### config.mk
export PLATFORM = sky130hd
export DESIGN_NAME = posit_repack_8bit
export DESIGN_NICKNAME = d
export VERILOG_FILES = /design/src/rtl/posit_repack_8bit_pkg.sv /design/src/rtl/posit_repack_8bit_round_rne.sv /design/src/rtl/posit_repack_8bit.sv
export SDC_FILE = /design/constraint.sdc
export NUM_CORES = 1
export LEC_CHECK = 0
export CORE_AREA = 2 2 80 82
export DETAILED_ROUTE_END_ITERATION = 10
export DIE_AREA = 0 0 82 84
export PLACE_DENSITY = 0.79
export SLEW_MARGIN = 20
export SYNTH_ARGS = -nofsm -noshare
export SYNTH_HDL_FRONTEND = slang
export SYNTH_HIERARCHICAL = 1
export SYNTH_SLANG_ARGS = --single-unit
### constraint.sdc
create_clock -name clk -period 4.3 [get_ports clk]
set_input_delay 1.29 -clock clk [delete_from_list [all_inputs] [get_ports clk]]
set_output_delay 1.29 -clock clk [all_outputs]
set_load 0.05 [all_outputs]
### src/rtl/posit_repack_8bit_pkg.sv
// posit_repack_8bit_pkg: shared posit8 constants and the unpacked-product layout
package posit_repack_8bit_pkg;

    localparam int POSIT8_EXP_BIAS = 16;
    localparam logic [7:0] POSIT8_MAXPOS = 8'h7F;
    localparam logic [7:0] POSIT8_MINPOS = 8'h01;
    localparam logic [7:0] POSIT8_NAR = 8'h80;
    localparam int MAX_SCALE = 6;

    typedef struct packed {
        logic sign;
        logic [4:0] exp;
        logic [12:0] frac;
    } posit8_prod_t;

endpackage

### src/rtl/posit_repack_8bit_round_rne.sv
// posit8_round_rne: splice regime and fraction, keep 7 bits, round to nearest even
module posit8_round_rne
    import posit_repack_8bit_pkg::*;
(
    input  logic [7:0]  regime,
    input  logic [12:0] frac,
    input  logic [3:0]  regime_len,
    output logic [6:0]  mag,
    output logic        sat
);

    logic [20:0] bits;
    logic [6:0] keep;
    logic [6:0] sum;
    logic guard;
    logic sticky;
    logic up;

    // regime is left-aligned with zeros past its length, so the fraction is ORed in behind it
    always_comb begin
        bits = {regime, 13'd0} | ({frac, 8'd0} >> regime_len);
        keep = bits[20:14];
        guard = bits[13];
        sticky = |bits[12:0];
        up = guard & (sticky | keep[0]);
        sat = up & (keep == POSIT8_MAXPOS[6:0]);
        sum = sat ? keep : keep + 7'(up);
        mag = (sum == 7'd0) ? POSIT8_MINPOS[6:0] : sum;
    end

endmodule

### src/rtl/posit_repack_8bit.sv
// posit_repack_8bit: two-stage round-and-pack of the posit8 multiplier product
module posit_repack_8bit
    import posit_repack_8bit_pkg::*;
#(
    parameter int SAT_CNT_W = 8
) (
    input  logic                 clk,
    input  logic                 rst_n,
    input  logic                 in_valid,
    output logic                 in_ready,
    input  logic [18:0]          in_product,
    input  logic                 in_zero,
    input  logic                 in_nar,
    output logic                 out_valid,
    input  logic                 out_ready,
    output logic [7:0]           out_posit,
    output logic [SAT_CNT_W-1:0] sat_count,
    input  logic                 sat_clear
);

    posit8_prod_t prod;
    logic signed [5:0] k;
    logic signed [5:0] kc;
    logic [2:0] ka;
    logic ovf;
    logic unf;
    logic [3:0] d_rl;
    logic [7:0] d_reg;
    logic [12:0] d_frac;
    logic d_sat;

    logic s1_valid;
    logic s1_sign;
    logic s1_nar;
    logic s1_zero;
    logic s1_sat;
    logic [3:0] s1_rl;
    logic [7:0] s1_reg;
    logic [12:0] s1_frac;
    logic s1_advance;

    logic [6:0] mag;
    logic rnd_sat;
    logic [7:0] res;
    logic sat_evt;
    logic s2_valid;

    assign prod = in_product;
    assign s1_advance = !s2_valid | out_ready;
    assign in_ready = !s1_valid | s1_advance;
    assign out_valid = s2_valid;

    // out-of-range scales are folded onto the +/-MAX_SCALE regime with an empty fraction,
    // which makes the round stage produce exactly maxpos/minpos without a separate path
    always_comb begin
        k = 6'($signed({1'b0, prod.exp}) - POSIT8_EXP_BIAS);
        ovf = k > MAX_SCALE;
        unf = k < -MAX_SCALE;
        kc = ovf ? 6'(MAX_SCALE) : unf ? 6'(-MAX_SCALE) : k;
        ka = kc[5] ? 3'(-kc) : 3'(kc);
        d_rl = kc[5] ? 4'(ka) + 4'd1 : 4'(ka) + 4'd2;
        d_reg = kc[5] ? 8'h80 >> ka : ~(8'hFF >> (4'(ka) + 4'd1));
        d_frac = (ovf | unf) ? 13'd0 : prod.frac;
        d_sat = !in_nar & !in_zero & (ovf | unf);
    end

    // stage 1: capture decoded regime, fraction and special flags
    always_ff @(posedge clk or negedge rst_n) begin
        if (!rst_n) begin
            s1_valid <= 1'b0;
            s1_sign <= 1'b0;
            s1_nar <= 1'b0;
            s1_zero <= 1'b0;
            s1_sat <= 1'b0;
            s1_rl <= 4'd0;
            s1_reg <= 8'd0;
            s1_frac <= 13'd0;
        end else if (in_ready) begin
            s1_valid <= in_valid;
            s1_sign <= prod.sign;
            s1_nar <= in_nar;
            s1_zero <= in_zero;
            s1_sat <= d_sat;
            s1_rl <= d_rl;
            s1_reg <= d_reg;
            s1_frac <= d_frac;
        end
    end

    posit8_round_rne u_round (
        .regime     (s1_reg),
        .frac       (s1_frac),
        .regime_len (s1_rl),
        .mag        (mag),
        .sat        (rnd_sat)
    );

    // specials bypass the rounded magnitude; negative values are the two's complement
    always_comb begin
        res = s1_nar ? POSIT8_NAR : s1_zero ? 8'h00 : s1_sign ? 8'd0 - {1'b0, mag} : {1'b0, mag};
        sat_evt = s1_valid & s1_advance & !s1_nar & !s1_zero & (s1_sat | rnd_sat);
    end

    // stage 2: registered result, held while the consumer stalls
    always_ff @(posedge clk or negedge rst_n) begin
        if (!rst_n) begin
            s2_valid <= 1'b0;
            out_posit <= 8'h00;
        end else if (s1_advance) begin
            s2_valid <= s1_valid;
            if (s1_valid) out_posit <= res;
        end
    end

    // saturating debug count of clamped results; clear wins over a coincident increment
    always_ff @(posedge clk or negedge rst_n) begin
        if (!rst_n) sat_count <= '0;
        else if (sat_clear) sat_count <= '0;
        else if (sat_evt && !(&sat_count)) sat_count <= sat_count + 1'b1;
    end

endmodule

## Yosys cells after proc, flatten, opt, wreduce, memory -nomap -nowiden

Index checks and enable logic that the tools add are counted.

- Flip-flop bits (word level): 47
- Bits in latches: 0
- RAM bits: 0
- Memory bits (read-only): 0
- Bits of input ports: 26
- Output and inout port bits: 18
- Logic and storage cells: 65
- Memories kept: 0

- Add/sub/neg operators: 7
- Multiply operators: 0
- Div/mod/pow operators: 0
- Order comparisons: 2
- Eq/ne operators: 1
- Shift operators: 3
- Muxes and demuxes: 13
- Bitwise operators: 15
- Reductions and logical operators: 13

Operator list:

| operator | count |
|---|---|
| two-way mux 8 bit | 6 |
| OR 21 bit | 1 |
| >> shifter 21 x 4 -> 21 bit | 1 |
| two-way mux 7 bit | 2 |
| two-way mux 13 bit | 1 |
| OR reduction 13 bit | 1 |
| two-way mux 6 bit | 2 |
| adder 8 x 1 -> 8 bit, second input constant | 1 |
| AND 1 bit | 8 |
| inverter 8 bit | 1 |
| AND reduction 8 bit | 1 |
| >> shifter 8 x 3 -> 8 bit, first input constant | 1 |
| >> shifter 8 x 4 -> 8 bit, first input constant | 1 |
| subtractor 1 x 7 -> 8 bit, first input constant | 1 |
| adder 7 x 1 -> 7 bit | 1 |
| == test 7 bit, second input constant | 1 |
| zero test 1 bit | 7 |
| zero test 7 bit | 1 |
| > comparator 6 x 4 -> 1 bit, second input constant | 1 |
| < comparator 6 x 4 -> 1 bit, second input constant | 1 |
| subtractor 5 x 5 -> 6 bit, second input constant | 1 |
| OR 1 bit | 5 |
| adder 3 x 1 -> 4 bit, second input constant | 1 |
| adder 3 x 2 -> 4 bit, second input constant | 1 |
| 6 further kinds | 6 |

## Depth between registers and ports, before layout

- Word-level depth: 13
- Gate-level depth with buffers: 15
- Gate-level depth less buffers: 14

## Cells and area by module

Netlist, hierarchy kept.

Modules (own cells, without submodules):

| module | times used | cells an instance | area each (sq um) | seq. area each (sq um) |
|---|---|---|---|---|
| posit_repack_8bit | 1 | 244 | 2408.6 | 1176.1 |
| posit8_round_rne | 1 | 99 | 844.6 | 0.0 |

## Least setup slack after synthesis

OpenSTA, ideal clock, no wires.

- Path type: input port to flip-flop
- From: input port in_product[15]
- To: register s1_rl[2]
- Library setup time: 0.069 ns
- Data arrival time: 3.705 ns
- Data required time: 4.231 ns
- Slack: 0.527 ns
- Cell stages on the path: 11
- Buffers on the path: 0
- Path through: o211ai_1 -> ha_1 -> nor2_1 -> nand2_1 -> ha_1 -> o21ai_0 -> nand2_1 -> ha_1 -> ha_1 -> or4_1 -> nand3_1

- Longest elaborated chain between the ends: 8
- Elaborated cells between the ends (all ways): 10
- Classes of those cells: add/sub (4); order compare (2); mux (4)

Ends and longest elaborated chain:

| element | line | source |
|---|---|---|
| from (decl) | posit_repack_8bit.sv:11 | `input logic [18:0] in_product,` |
| subtractor 5 x 5 -> 6 bit (*) | posit_repack_8bit.sv:56 | `k = 6'($signed({1'b0, prod.exp}) - POSIT8_EXP_BIAS);` |
| < comparator 6 x 4 -> 1 bit | posit_repack_8bit.sv:58 | `unf = k < -MAX_SCALE;` |
| two-way mux 6 bit | posit_repack_8bit.sv:59 | `kc = ovf ? 6'(MAX_SCALE) : unf ? 6'(-MAX_SCALE) : k;` |
| two-way mux 6 bit (*) | posit_repack_8bit.sv:59 |  |
| negation 3 bit | posit_repack_8bit.sv:60 | `ka = kc[5] ? 3'(-kc) : 3'(kc);` |
| two-way mux 3 bit | posit_repack_8bit.sv:60 |  |
| adder 3 x 2 -> 4 bit / adder 3 x 1 -> 4 bit (equally long branches) | posit_repack_8bit.sv:61 | `d_rl = kc[5] ? 4'(ka) + 4'd1 : 4'(ka) + 4'd2;` |
| two-way mux 4 bit (*) | posit_repack_8bit.sv:61 |  |
| to (signal assigned) | posit_repack_8bit.sv:84 | `s1_rl <= d_rl;` |
| to (decl) | posit_repack_8bit.sv:37 | `logic [3:0] s1_rl;` |

Mark *: on every way between the ends. The rest lies on a longest branch, timed or not.
A chain may end at the register's enable or synchronous reset.

## Worst setup path in the final report

- From: input port in_product[17]
- To: register s1_rl[2]

The elaborated chain is that of the path after synthesis.

==> flow_metrics.py <==
metrics = {
    "floorplan": {
        "die_x_um": 82,
        "die_y_um": 84,
        "rows": 29,
        "ios": 44,
        "coreArea_mm2": 0.00610,
        "initial_core_util_pct": 53.4,
        "die-area_mm2": 0.00689,
    },
    "cells_and_area": {
        "n_fill_cell": 503,
        "largest_register": "s1_frac",
        "nNetsFinal": 429,
        "area_delta_synth_final_pct": 21.1,
        "layout_commonest_cell": "dfrtp_1",
        "num_antenna_cells": 0,
        "largest_reg_flops": 13,
        "ff_latch_area_mm2": 0.00118,
        "multi_input_area_mm2": 0.00194,
        "most-common-layout-cells": "dfrtp_1 (46), clkdlybuf4s50_1 (41), nand2_1 (39), nor2_1 (19)",
        "drive_gt1_share_pct": 13.7,
    },
    "clock_tree": {
        "clkTransAtPathRegs_ns": 0.10,
        "cts_tree": "yes",
        "cts_buffers": 5,
        "cts_setup_buffers": 0,
        "cts_max_path_buffers": 2,
        "ctsHtreeMaxLevel": 2,
        "clkLatencyLatePin_ns": 0.30,
        "root_buffer": "clkbuf_8",
        "cts_sinks": 47,
    },
    "synth": {
        "synth_cells": 343,
        "synthTopCellsByArea": "dfrtp_1 (36%), nand2_1 (4.5%), ha_1 (4.2%)",
        "ys.flop_type": "dfrtp_1",
        "synth-seq-area-share_pct": 36.2,
        "syn_avg_cell_area_um2": 9.48,
        "synth_top_area_share_pct": 36.2,
        "synth_edf_count": 0,
        "syn_area_mm2": 0.00325,
        "synth.distinct_cells": 72,
        "synth-seq-cells": 47,
        "yosysTopAreaCell": "dfrtp_1",
        "syn-num-nets": 380,
        "yosys_warnings": 6,
        "async_flop_share_pct": 100,
    },
    "global_route": {
        "grt_pass1_vias": 2725,
        "gr-total-overflow": 0,
        "antenna_found_initial": 0,
        "grt_max_degree": 48,
        "grt_pass1_wl_um": 12400,
        "track_usage_pct": 22.7,
    },
    "timing": {
        "drv_slew": 0,
        "setup_violations": 0,
        "hold_violations": 0,
        "finalHoldWorstSlack_ns": 0.485,
        "slew-limit-headroom_pct": 45.5,
        "post-route-period-util_pct": 93.9,
        "min_period_ns": 4.04,
        "rsz0062_at_grt": "no",
        "max_freq_ghz": 0.248,
        "worst_pin_slew_ns": 0.817,
        "fin_skew_ns": 0.0176,
    },
    "place": {
        "place.gp.congestion": 0.925,
        "hpwl_um": 5370,
        "portBuffers": 43,
    },
    "worst_setup_path": {
        "end_kind": "flop",
        "path_class": "input port to flop",
        "crit_path_start": "in_product[17]",
        "r2r-end": "out_posit[7]$_DFFE_PN0P_",
        "r2r-start": "s1_rl[0]$_DFFE_PN0P_",
        "crit_arrival_ns": 4.27,
        "r2r_slack_ns": 0.48,
        "start_kind": "input port",
        "reg2regPathDepth": 12,
        "critPathRequiredTime_ns": 4.53,
        "crit_fanout": 5,
        "endpoint": "s1_rl[2]$_DFFE_PN0P_",
    },
    "drt": {
        "first_pass_iters": 5,
        "drt-total-wl_um": 7210,
        "drc": 0,
        "viasPerCell": 6.10,
        "postRouteAntennaNets": 0,
        "vias": 2869,
        "drtIter0Drc": 253,
        "avgRoutedWirePerCell_um": 15.3,
    },
    "power_and_ir_drop": {
        "leakagePower_uw": 0.00165,
        "p_total_uw": 1450,
        "cellPowerDensity_mw_per_mm2": 369,
        "max-vdd-ir-drop_v": 0.000204,
    },
    "job": {
        "drv_cap": 0,
    },
    "worst_hold_path": {
        "hold_class": "flop to flop",
        "hold_depth": 2,
    },
    "run_status": {
        "status": "completed",
    },
}
-- Yosys cell counts, drive strengths merged, types with 6 or more instances --
master	n
xnor2	6
a31oi	6
inv	13
o21ai	14
a21oi	18
a21o	6
a22o	13
nand3	9
mux4	6
nor3	8
o31ai	7
nand2	39
clkbuf	6
buf	12
dfrtp	47
ha	11
nor2	21
-- worst min path at each step --
stage	slack, ns	endpoint	startpoint
detailed placement	0.47	out_posit[4]$_DFFE_PN0P_	out_posit[4]$_DFFE_PN0P_
global route	0.53	out_posit[5]$_DFFE_PN0P_	out_posit[5]$_DFFE_PN0P_
CTS	0.50	out_posit[4]$_DFFE_PN0P_	out_posit[4]$_DFFE_PN0P_
finish	0.49	out_posit[0]$_DFFE_PN0P_	out_posit[0]$_DFFE_PN0P_
floorplan	0.45	s1_reg[3]$_DFFE_PN0P_	s1_reg[3]$_DFFE_PN0P_
global placement	0.46	out_posit[2]$_DFFE_PN0P_	out_posit[2]$_DFFE_PN0P_
-- metal layers --
metal / up-vias / global-route usage [%] / wire [um]
met5: - / 0 / 0
met4: 0 / 8.94 / 159
met3: 18 / 3.79 / 300
met2: 88 / 36.2 / 3490
met1: 1368 / 30.5 / 3260
li1: 1395 / - / -
-- power by group --
group          internal (uW)  leakage (uW)  switching (uW)
clock                    175     0.0000548             160
sequential               495      0.000603            66.6
combinational            249      0.000995             309
total                    919       0.00165             535
-- logic make-up after synthesis --
family | share of synthesized area, %
DFF | 36.2
muxes | 7.19
xor gates and xnor gates | 2.69
and+or+nand+nor | 21.3
buffers and inverters | 4.42
AOI/OAI and AO/OA | 24.0
adders and majority gates | 4.23
-- what timing repair did --
| action | CTS | global route |
|---|---|---|
| endpoints found under the setup margin | 0 | 1 |
| hold buffers | 0 | 0 |
| gates resized for setup | 0 | 1 |
-- cell type report --
type,instances,area share (%)
Sequential cell,47,29.9
Inverter,13,1.24
Tap cell,77,2.45
Clock buffer,5,1.75
Multi-Input combinational cell,265,49.1
Clock inverter,3,1.18
Timing Repair Buffer,60,14.4
-- worst max-delay path, stage by stage --
cell             delay (ns)
clkdlybuf4s50_1        0.54
inv_1                  0.06
o211ai_1               0.10
ha_1                   0.29
nor2_1                 0.16
nand2_1                0.10
ha_1                   0.30
o21ai_0                0.22
nand2_1                0.11
ha_1                   0.23
ha_1                   0.29
or4_1                  0.50
nand3_1                0.10
-- stage by stage --
stage	area [um2]	utilization (%)	setup slack, ns	setup TNS, ns	std cells
floorplan	3250	-	0.527	0	343
global placement	3820	62.7	0.0960	0	462
detailed placement	3820	62.7	-0.0147	-0.0147	462
finish	3940	64.6	0.263	0	470
CTS	3940	64.6	0.279	0	470
global route	3940	64.6	0.0818	0	470
No activity file was read; power rests on OpenSTA's default activity.
